## config.mk

```make
export PLATFORM = sky130hd
export DESIGN_NAME = vx_csr_commit_counter_flat
export DESIGN_NICKNAME = d
export VERILOG_FILES = /design/src/rtl/vx_csr_commit_counter_if.sv /design/src/rtl/vx_csr_commit_counter.sv /design/src/flat_wrapper.sv
export SDC_FILE = /design/constraint.sdc
export NUM_CORES = 1
export LEC_CHECK = 0
export BUFFER_PORTS_ARGS = -buffer_cell sky130_fd_sc_hd__clkbuf_2
export CORE_MARGIN = 5
export CORE_UTILIZATION = 55
export CTS_CLUSTER_DIAMETER = 30
export DETAILED_ROUTE_END_ITERATION = 10
export GPL_TIMING_DRIVEN = 0
export PLACE_DENSITY_LB_ADDON = 0.12
export SYNTH_ARGS = -nofsm -noshare
export SYNTH_HDL_FRONTEND = slang
export SYNTH_SLANG_ARGS = --single-unit
```

## constraint.sdc

```tcl
create_clock -name clk -period 3.7 [get_ports clk]
set_clock_uncertainty 0.1 [all_clocks]
set_input_delay 0.37 -clock clk [delete_from_list [all_inputs] [get_ports clk]]
set_output_delay 0.37 -clock clk [all_outputs]
set_load 0.05 [all_outputs]
```

## src/rtl/vx_csr_commit_counter_if.sv

```systemverilog
// Commit-to-CSR channel plus CSR read/write port of the commit counter block.
// master: commit stage / CSR unit side. slave: the counter block.
interface vx_csr_commit_counter_if #(
    parameter int unsigned CSIZE_W = 5
);
    // Commit report (no backpressure)
    logic               cmt_valid;
    logic [CSIZE_W-1:0] cmt_commit_size;

    // CSR read port, response registered one cycle after the request
    logic               read_enable;
    logic [11:0]        read_addr;
    logic               read_valid;
    logic [31:0]        read_data;
    logic               read_err;

    // CSR write port
    logic               write_enable;
    logic [11:0]        write_addr;
    logic [31:0]        write_data;

    modport master (
        output cmt_valid,
        output cmt_commit_size,
        output read_enable,
        output read_addr,
        input  read_valid,
        input  read_data,
        input  read_err,
        output write_enable,
        output write_addr,
        output write_data
    );

    modport slave (
        input  cmt_valid,
        input  cmt_commit_size,
        input  read_enable,
        input  read_addr,
        output read_valid,
        output read_data,
        output read_err,
        input  write_enable,
        input  write_addr,
        input  write_data
    );
endinterface

```

## src/rtl/vx_csr_commit_counter.sv

```systemverilog
// CSR-side receiver of the commit channel: 64-bit minstret accumulated from
// per-cycle commit sizes, free-running 64-bit mcycle, registered CSR read port
// and a write port that overrides the same-cycle increment.
module vx_csr_commit_counter #(
    parameter int unsigned NUM_THREADS  = 4,
    parameter int unsigned EXT_F_ENABLE = 1,
    parameter int unsigned CSIZE_W      = (EXT_F_ENABLE != 0) ?
                                          $clog2(6 * NUM_THREADS + 1) :
                                          $clog2(5 * NUM_THREADS + 1)
) (
    input logic                    clk,
    input logic                    reset,
    vx_csr_commit_counter_if.slave bus
);

    localparam logic [11:0] AddrMcycle    = 12'hB00;
    localparam logic [11:0] AddrMcycleH   = 12'hB80;
    localparam logic [11:0] AddrMinstret  = 12'hB02;
    localparam logic [11:0] AddrMinstretH = 12'hB82;
    localparam logic [11:0] AddrCycle     = 12'hC00;
    localparam logic [11:0] AddrCycleH    = 12'hC80;
    localparam logic [11:0] AddrInstret   = 12'hC02;
    localparam logic [11:0] AddrInstretH  = 12'hC82;

    // Commit input stage
    logic               pend_valid_q, pend_valid_d;
    logic [CSIZE_W-1:0] pend_size_q, pend_size_d;

    // Counters
    logic [63:0]        mcycle_q, mcycle_d;
    logic [63:0]        minstret_q, minstret_d;

    // Read response
    logic               read_valid_q, read_valid_d;
    logic [31:0]        read_data_q, read_data_d;
    logic               read_err_q, read_err_d;

    // Read decode of the current (pre-update) counter values
    logic [31:0]        rd_value;
    logic               rd_hit;

    // Capture the commit report; a cycle without cmt_valid clears the pending flag
    always_comb begin
        pend_valid_d = bus.cmt_valid;
        pend_size_d  = pend_size_q;
        if (bus.cmt_valid) begin
            pend_size_d = bus.cmt_commit_size;
        end
    end

    // Counter next state: increment first, then a write to a half overrides the
    // whole counter so the increment (and its carry) is discarded that cycle
    always_comb begin
        mcycle_d   = mcycle_q + 64'd1;
        minstret_d = minstret_q;
        if (pend_valid_q) begin
            minstret_d = minstret_q + 64'(pend_size_q);
        end
        if (bus.write_enable) begin
            case (bus.write_addr)
                AddrMcycle:    mcycle_d   = {mcycle_q[63:32], bus.write_data};
                AddrMcycleH:   mcycle_d   = {bus.write_data, mcycle_q[31:0]};
                AddrMinstret:  minstret_d = {minstret_q[63:32], bus.write_data};
                AddrMinstretH: minstret_d = {bus.write_data, minstret_q[31:0]};
                default: ;
            endcase
        end
    end

    // Decode the read address against the owned CSRs and their user aliases
    always_comb begin
        rd_hit   = 1'b1;
        rd_value = 32'd0;
        case (bus.read_addr)
            AddrMcycle,    AddrCycle:    rd_value = mcycle_q[31:0];
            AddrMcycleH,   AddrCycleH:   rd_value = mcycle_q[63:32];
            AddrMinstret,  AddrInstret:  rd_value = minstret_q[31:0];
            AddrMinstretH, AddrInstretH: rd_value = minstret_q[63:32];
            default: rd_hit = 1'b0;
        endcase
    end

    // Read response next state; data and error hold when no read is accepted
    always_comb begin
        read_valid_d = bus.read_enable;
        read_data_d  = read_data_q;
        read_err_d   = read_err_q;
        if (bus.read_enable) begin
            read_data_d = rd_value;
            read_err_d  = ~rd_hit;
        end
    end

    // State registers with synchronous reset; reset drops any pending commit
    always_ff @(posedge clk) begin
        if (reset) begin
            pend_valid_q <= 1'b0;
            pend_size_q  <= '0;
            mcycle_q     <= 64'd0;
            minstret_q   <= 64'd0;
            read_valid_q <= 1'b0;
            read_data_q  <= 32'd0;
            read_err_q   <= 1'b0;
        end else begin
            pend_valid_q <= pend_valid_d;
            pend_size_q  <= pend_size_d;
            mcycle_q     <= mcycle_d;
            minstret_q   <= minstret_d;
            read_valid_q <= read_valid_d;
            read_data_q  <= read_data_d;
            read_err_q   <= read_err_d;
        end
    end

    assign bus.read_valid = read_valid_q;
    assign bus.read_data  = read_data_q;
    assign bus.read_err   = read_err_q;

endmodule

```

## src/flat_wrapper.sv

```systemverilog
// flat-port wrapper written by rule: the top's interface ports become plain ports
module vx_csr_commit_counter_flat 
#(
    parameter int unsigned NUM_THREADS  = 4,
    parameter int unsigned EXT_F_ENABLE = 1,
    parameter int unsigned CSIZE_W      = (EXT_F_ENABLE != 0) ?
                                          $clog2(6 * NUM_THREADS + 1) :
                                          $clog2(5 * NUM_THREADS + 1)
)
  (clk, reset, bus_cmt_valid, bus_cmt_commit_size, bus_read_enable, bus_read_addr, bus_read_valid, bus_read_data, bus_read_err, bus_write_enable, bus_write_addr, bus_write_data);
  vx_csr_commit_counter_if #(.CSIZE_W(CSIZE_W)) bus_i ();
  input logic clk;
  input logic reset;
  input wire logic [$bits(bus_i.cmt_valid)-1:0] bus_cmt_valid;
  input wire logic [$bits(bus_i.cmt_commit_size)-1:0] bus_cmt_commit_size;
  input wire logic [$bits(bus_i.read_enable)-1:0] bus_read_enable;
  input wire logic [$bits(bus_i.read_addr)-1:0] bus_read_addr;
  output wire logic [$bits(bus_i.read_valid)-1:0] bus_read_valid;
  output wire logic [$bits(bus_i.read_data)-1:0] bus_read_data;
  output wire logic [$bits(bus_i.read_err)-1:0] bus_read_err;
  input wire logic [$bits(bus_i.write_enable)-1:0] bus_write_enable;
  input wire logic [$bits(bus_i.write_addr)-1:0] bus_write_addr;
  input wire logic [$bits(bus_i.write_data)-1:0] bus_write_data;
  assign bus_i.cmt_valid = bus_cmt_valid;
  assign bus_i.cmt_commit_size = bus_cmt_commit_size;
  assign bus_i.read_enable = bus_read_enable;
  assign bus_i.read_addr = bus_read_addr;
  assign bus_read_valid = bus_i.read_valid;
  assign bus_read_data = bus_i.read_data;
  assign bus_read_err = bus_i.read_err;
  assign bus_i.write_enable = bus_write_enable;
  assign bus_i.write_addr = bus_write_addr;
  assign bus_i.write_data = bus_write_data;
  vx_csr_commit_counter #(.NUM_THREADS(NUM_THREADS), .EXT_F_ENABLE(EXT_F_ENABLE), .CSIZE_W(CSIZE_W)) u_core (.clk(clk), .reset(reset), .bus(bus_i));
endmodule
```

==> summary.md <==
| Metric | Value |
|---|---|
| Leakage | `between 3 and 4 nW` |
| Crit path max fanout | `10` |
| Htree depth | `4` |
| Fin worst setup slack | `between 0.1 and 0.15 ns` |
| CTS tree | `built` |
| Yosys synthesis warning count | `0` |
| Pin count of the biggest net entering global routing | `17` |
| Area Growth Syn to Fin | `13.4%` |
| PortBufs | `96` |
| Placer's final routability congestion estimate | `1.12` |
| Final hold slack | `0.0312 ns` |
| Max clock buf depth | `2` |
| Hold WC Path Type | `in -> reg` |
| Synth Area in Simple Gates | `0.277` |
| Gr usage total | `0.469` |
| Number of synthesized flops with an enable pin | `0` |
| Top_reg_cell synth | `dfxtp_1` |
| R2r setup slk | `0.12 ns` |
| R2R depth | `8` |
| Critical Path Max Stage Delay | `0.84 ns` |
| R2r endpoint | `u_core.minstret_q[36]$_SDFFE_PP0P_` |
| RSZ-0062 raised after global routing | `no` |
| First-pass DRT Iterations | `11` |
| Initial core utilization | `0.557` |
| Placed instance area | `~11000 um^2` |
| Placed Cells | `approximately 1700` |
| Area contributors post-synth | `dfxtp_1 32%, nand2_1 4.6%, nand3_1 4.0%` |
| Syn Area/Cell | `about 8 um^2` |
| CP Class | `reg -> reg` |
| Final worst path period need | `approximately 3.6 ns` |
| Worst skew pair latency | `0.47 ns` |
| Largest family of logic cells by synthesized area | `compound AO/OA/AOI/OAI gates` |
| Share of layout cells above drive strength 1 | `0.118` |
| Routed len/inst | `approximately 32 um` |
| FMAX | `approximately 280 MHz` |
| Remaining global-route overflow | `0` |
| Comb pwr share | `0.076` |
| Initial antenna violation count | `2` |
| Yosys top cell area share | `0.324` |
| Row count | `50` |
| Ys async rst share | `0` |
| Slew @ Worst Pin | `approximately 1.2 ns` |
| Mapped Nets | `1400` |
| Max Cap Violations | `0` |
| Worst vdd rail ir drop | `between 0.3 and 0.4 mV` |
| Outcome | `completed` |
| Via density | `between 7 and 8` |
| Clk slew on worst S/H paths | `0.08 ns` |
| Net Sw Frac | `0.280` |
| Power Density | `349 nW/um^2` |
| Internal cell power | `2.96 mW` |
| Crit share post-route | `0.968` |
| Vias in the first global route | `11590` |
| Top cell by count, worst path | `nor4_1` |
| CTS resizes | `0` |
| Clock root cell | `clkbuf_16` |
| Final setup violation count | `0` |
| DR DRC count | `0` |
| First-pass GRT wire length | `around 76000 um` |
| Post-Synth XOR/XNOR Area | `0.0346` |
| Synth Cell Area | `just over 10000 um^2` |
| Core Box Area | `between 15000 and 20000 um^2` |
| Clk pwr share | `0.473` |
| Worst r2r src | `u_core.minstret_q[6]$_SDFFE_PP0P_` |
| Hold-critical path depth | `2` |
| Mapped Cells | `roughly 1300` |
| Hold_sp | `bus_read_enable` |
| Die X | `147 um` |
| Hold Violations, Final | `0` |
| Seq pwr share | `0.451` |
| Number of CTS-inserted buffers | `17` |
| Slew HR | `0.189` |
| P_sw | `about 1.2 mW` |
| Die height | `around 150 um` |
| Routed wire length | `53500 um` |
| Post-synthesis adder-cell area fraction | `0.00916` |
| Routed vias | `roughly 13000` |
| Post-synth top area cell | `dfxtp_1` |
| Fin nets | `~1500` |
| Worst setup EP type | `flop` |
| Final instance area | `~12000 um^2` |
| Initial DRC Count | `around 2800` |
| #FFs+latches synth | `168` |
| Postcts setup bufs | `0` |
| Total power | `between 4 and 5 mW` |
| Sinks on Clock Net | `roughly 170` |
| Setup WS pre-CTS | `roughly 0.24 ns` |
| I/O pins | `100` |
| Max Slew Vio Count | `0` |
| Hold_buf cts | `0` |
| Post-Layout Cell Count | `1691` |
| Crit path DAT | `3.87 ns` |
| Post-DP HPWL | `a little under 40000 um` |
| Final design utilization | `0.632` |
| WHS Endpoint | `u_core.bus.read_err$_SDFFE_PP0P_` |
| Startpoint types | `flop` |
| Mux cell area share after synthesis | `0.0180` |
| Synth Area in Compound Gates | `0.291` |
| Die area | `21700 um^2` |
| Critical path data required time | `3.99 ns` |
| Post-DRT Antenna Nets | `0` |
| Setup tns final | `0 ns` |
| Cell variety after synth | `a little over 70` |
| Sequential fraction of the synthesis area | `0.324` |
| Slowest-stage cell, CP | `nor4_1` |
| Worst-path cell chain | `clkbuf_1 > nand3_1 > nor4_1 > nand2_1 > buf_2 > nor4_1 > a31oi_1 > o22ai_1` |
## worst max-delay path by stage
stage / from / end / slack (ns)
6_report: u_core.minstret_q[6]$_SDFFE_PP0P_ / u_core.minstret_q[36]$_SDFFE_PP0P_ / 0.12
5_1_grt: u_core.minstret_q[6]$_SDFFE_PP0P_ / u_core.minstret_q[36]$_SDFFE_PP0P_ / 0.09
4_1_cts: u_core.minstret_q[6]$_SDFFE_PP0P_ / u_core.minstret_q[36]$_SDFFE_PP0P_ / 0.43
3_5_place_dp: bus_write_addr[0] / u_core.mcycle_q[13]$_SDFFE_PP0P_ / 0.24
3_3_place_gp: bus_write_addr[0] / u_core.mcycle_q[30]$_SDFFE_PP0P_ / 0.28
2_1_floorplan: u_core.minstret_q[4]$_SDFFE_PP0P_ / u_core.minstret_q[38]$_SDFFE_PP0P_ / 1.31
## placed cells by master, fill, tap and decap left out, types with 12 or more instances in the layout
cell type | Yosys | routed
xor2_1 | 12 | 12
nor2_1 | 77 | 77
a22o_1 | 29 | 29
or3_1 | 13 | 13
buf_2 | 16 | 16
nor4_1 | 35 | 35
clkbuf_2 | 1 | 97
a21oi_1 | 71 | 71
a22oi_1 | 25 | 25
xnor2_1 | 29 | 29
dfxtp_1 | 168 | 168
nor3_1 | 47 | 47
a31oi_1 | 54 | 54
and3_1 | 31 | 31
nand2_1 | 127 | 127
o21ai_0 | 60 | 60
a32oi_1 | 41 | 41
mux2i_1 | 13 | 13
nand4_1 | 42 | 42
o211ai_1 | 14 | 14
clkbuf_16 | 0 | 17
and4_1 | 13 | 13
o22ai_1 | 39 | 39
a221oi_1 | 28 | 28
nand3_1 | 84 | 84
clkbuf_1 | 88 | 88
## power groups by stage
stage	clock [mW]	sequential (mW)	combinational [mW]
final	1.94	1.86	0.311
after detailed placement	0	1.90	0.283
after global placement	0	1.90	0.280
after global routing	1.98	1.86	0.308
after floorplan	0	1.89	0.127
after CTS	1.90	1.86	0.284
## cell type report
cell class / count / area [um^2]
Antenna cell: 2 / 5.00
Sequential cell: 168 / 3360
Multi-Input combinational cell: 1038 / 6540
Tap cell: 234 / 293
Timing Repair Buffer: 96 / 480
Fill cell: 1746 / 6870
Buffer: 110 / 438
Clock inverter: 13 / 163
Inverter: 11 / 41.3
Clock buffer: 19 / 453
## logic make-up (layout without fill, tap and decap cells)
logic type	count (synthesis)	in the layout
muxes	18	18
other	0	2
adders and majority gates	7	7
and+or+nand+nor	539	539
buffers and inverters	121	249
DFF	168	168
xor gates and xnor gates	41	41
AOI/OAI and AO/OA	433	433
## critical path: cells and delay by family (launching register included)
family                 cells  cell delay [ns]
buffers and inverters      2             0.57
and+or+nand+nor            4             2.13
AOI/OAI and AO/OA          2             0.38
DFF                        1             0.32
## synthesized netlist by cell type (4+ instances only)
cell type,number
buf_2,16
nor4_2,5
ha_1,6
nor4_1,35
o21ai_0,60
nand4_1,42
and2_1,11
nor3b_1,9
clkbuf_1,88
xnor2_1,29
a41oi_1,4
nor3_1,47
a31oi_1,54
xor2_1,12
a31o_2,4
o211ai_1,14
a221oi_1,28
mux2i_1,13
and4_1,13
dfxtp_1,168
o211a_1,6
a22oi_1,25
buf_1,4
or3_1,13
nor2b_1,9
a22o_1,29
nand2_1,127
and3_1,31
inv_1,11
a21o_1,11
a32oi_1,41
o22ai_1,39
mux2_2,5
or4_1,11
a211oi_1,11
nor2_1,77
a32o_1,6
nand3_1,84
a21oi_1,71
## metal layers
layer | routed length (um) | track usage | up-vias
met5 | 139 | 0.0341 | -
met4 | 4870 | 0.302 | 8
met3 | 9680 | 0.212 | 393
met2 | 20000 | 0.642 | 1435
met1 | 18800 | 0.592 | 5986
li1 | - | - | 5429
## flip-flops by register name (all words and copies together), names as in the netlist
register               flops
u_core.bus.read_data      32
u_core.bus.read_err        1
u_core.bus.read_valid      1
u_core.mcycle_q           64
u_core.minstret_q         64
u_core.pend_size_q         5
u_core.pend_valid_q        1
No activity file was read; power rests on OpenSTA's default activity.
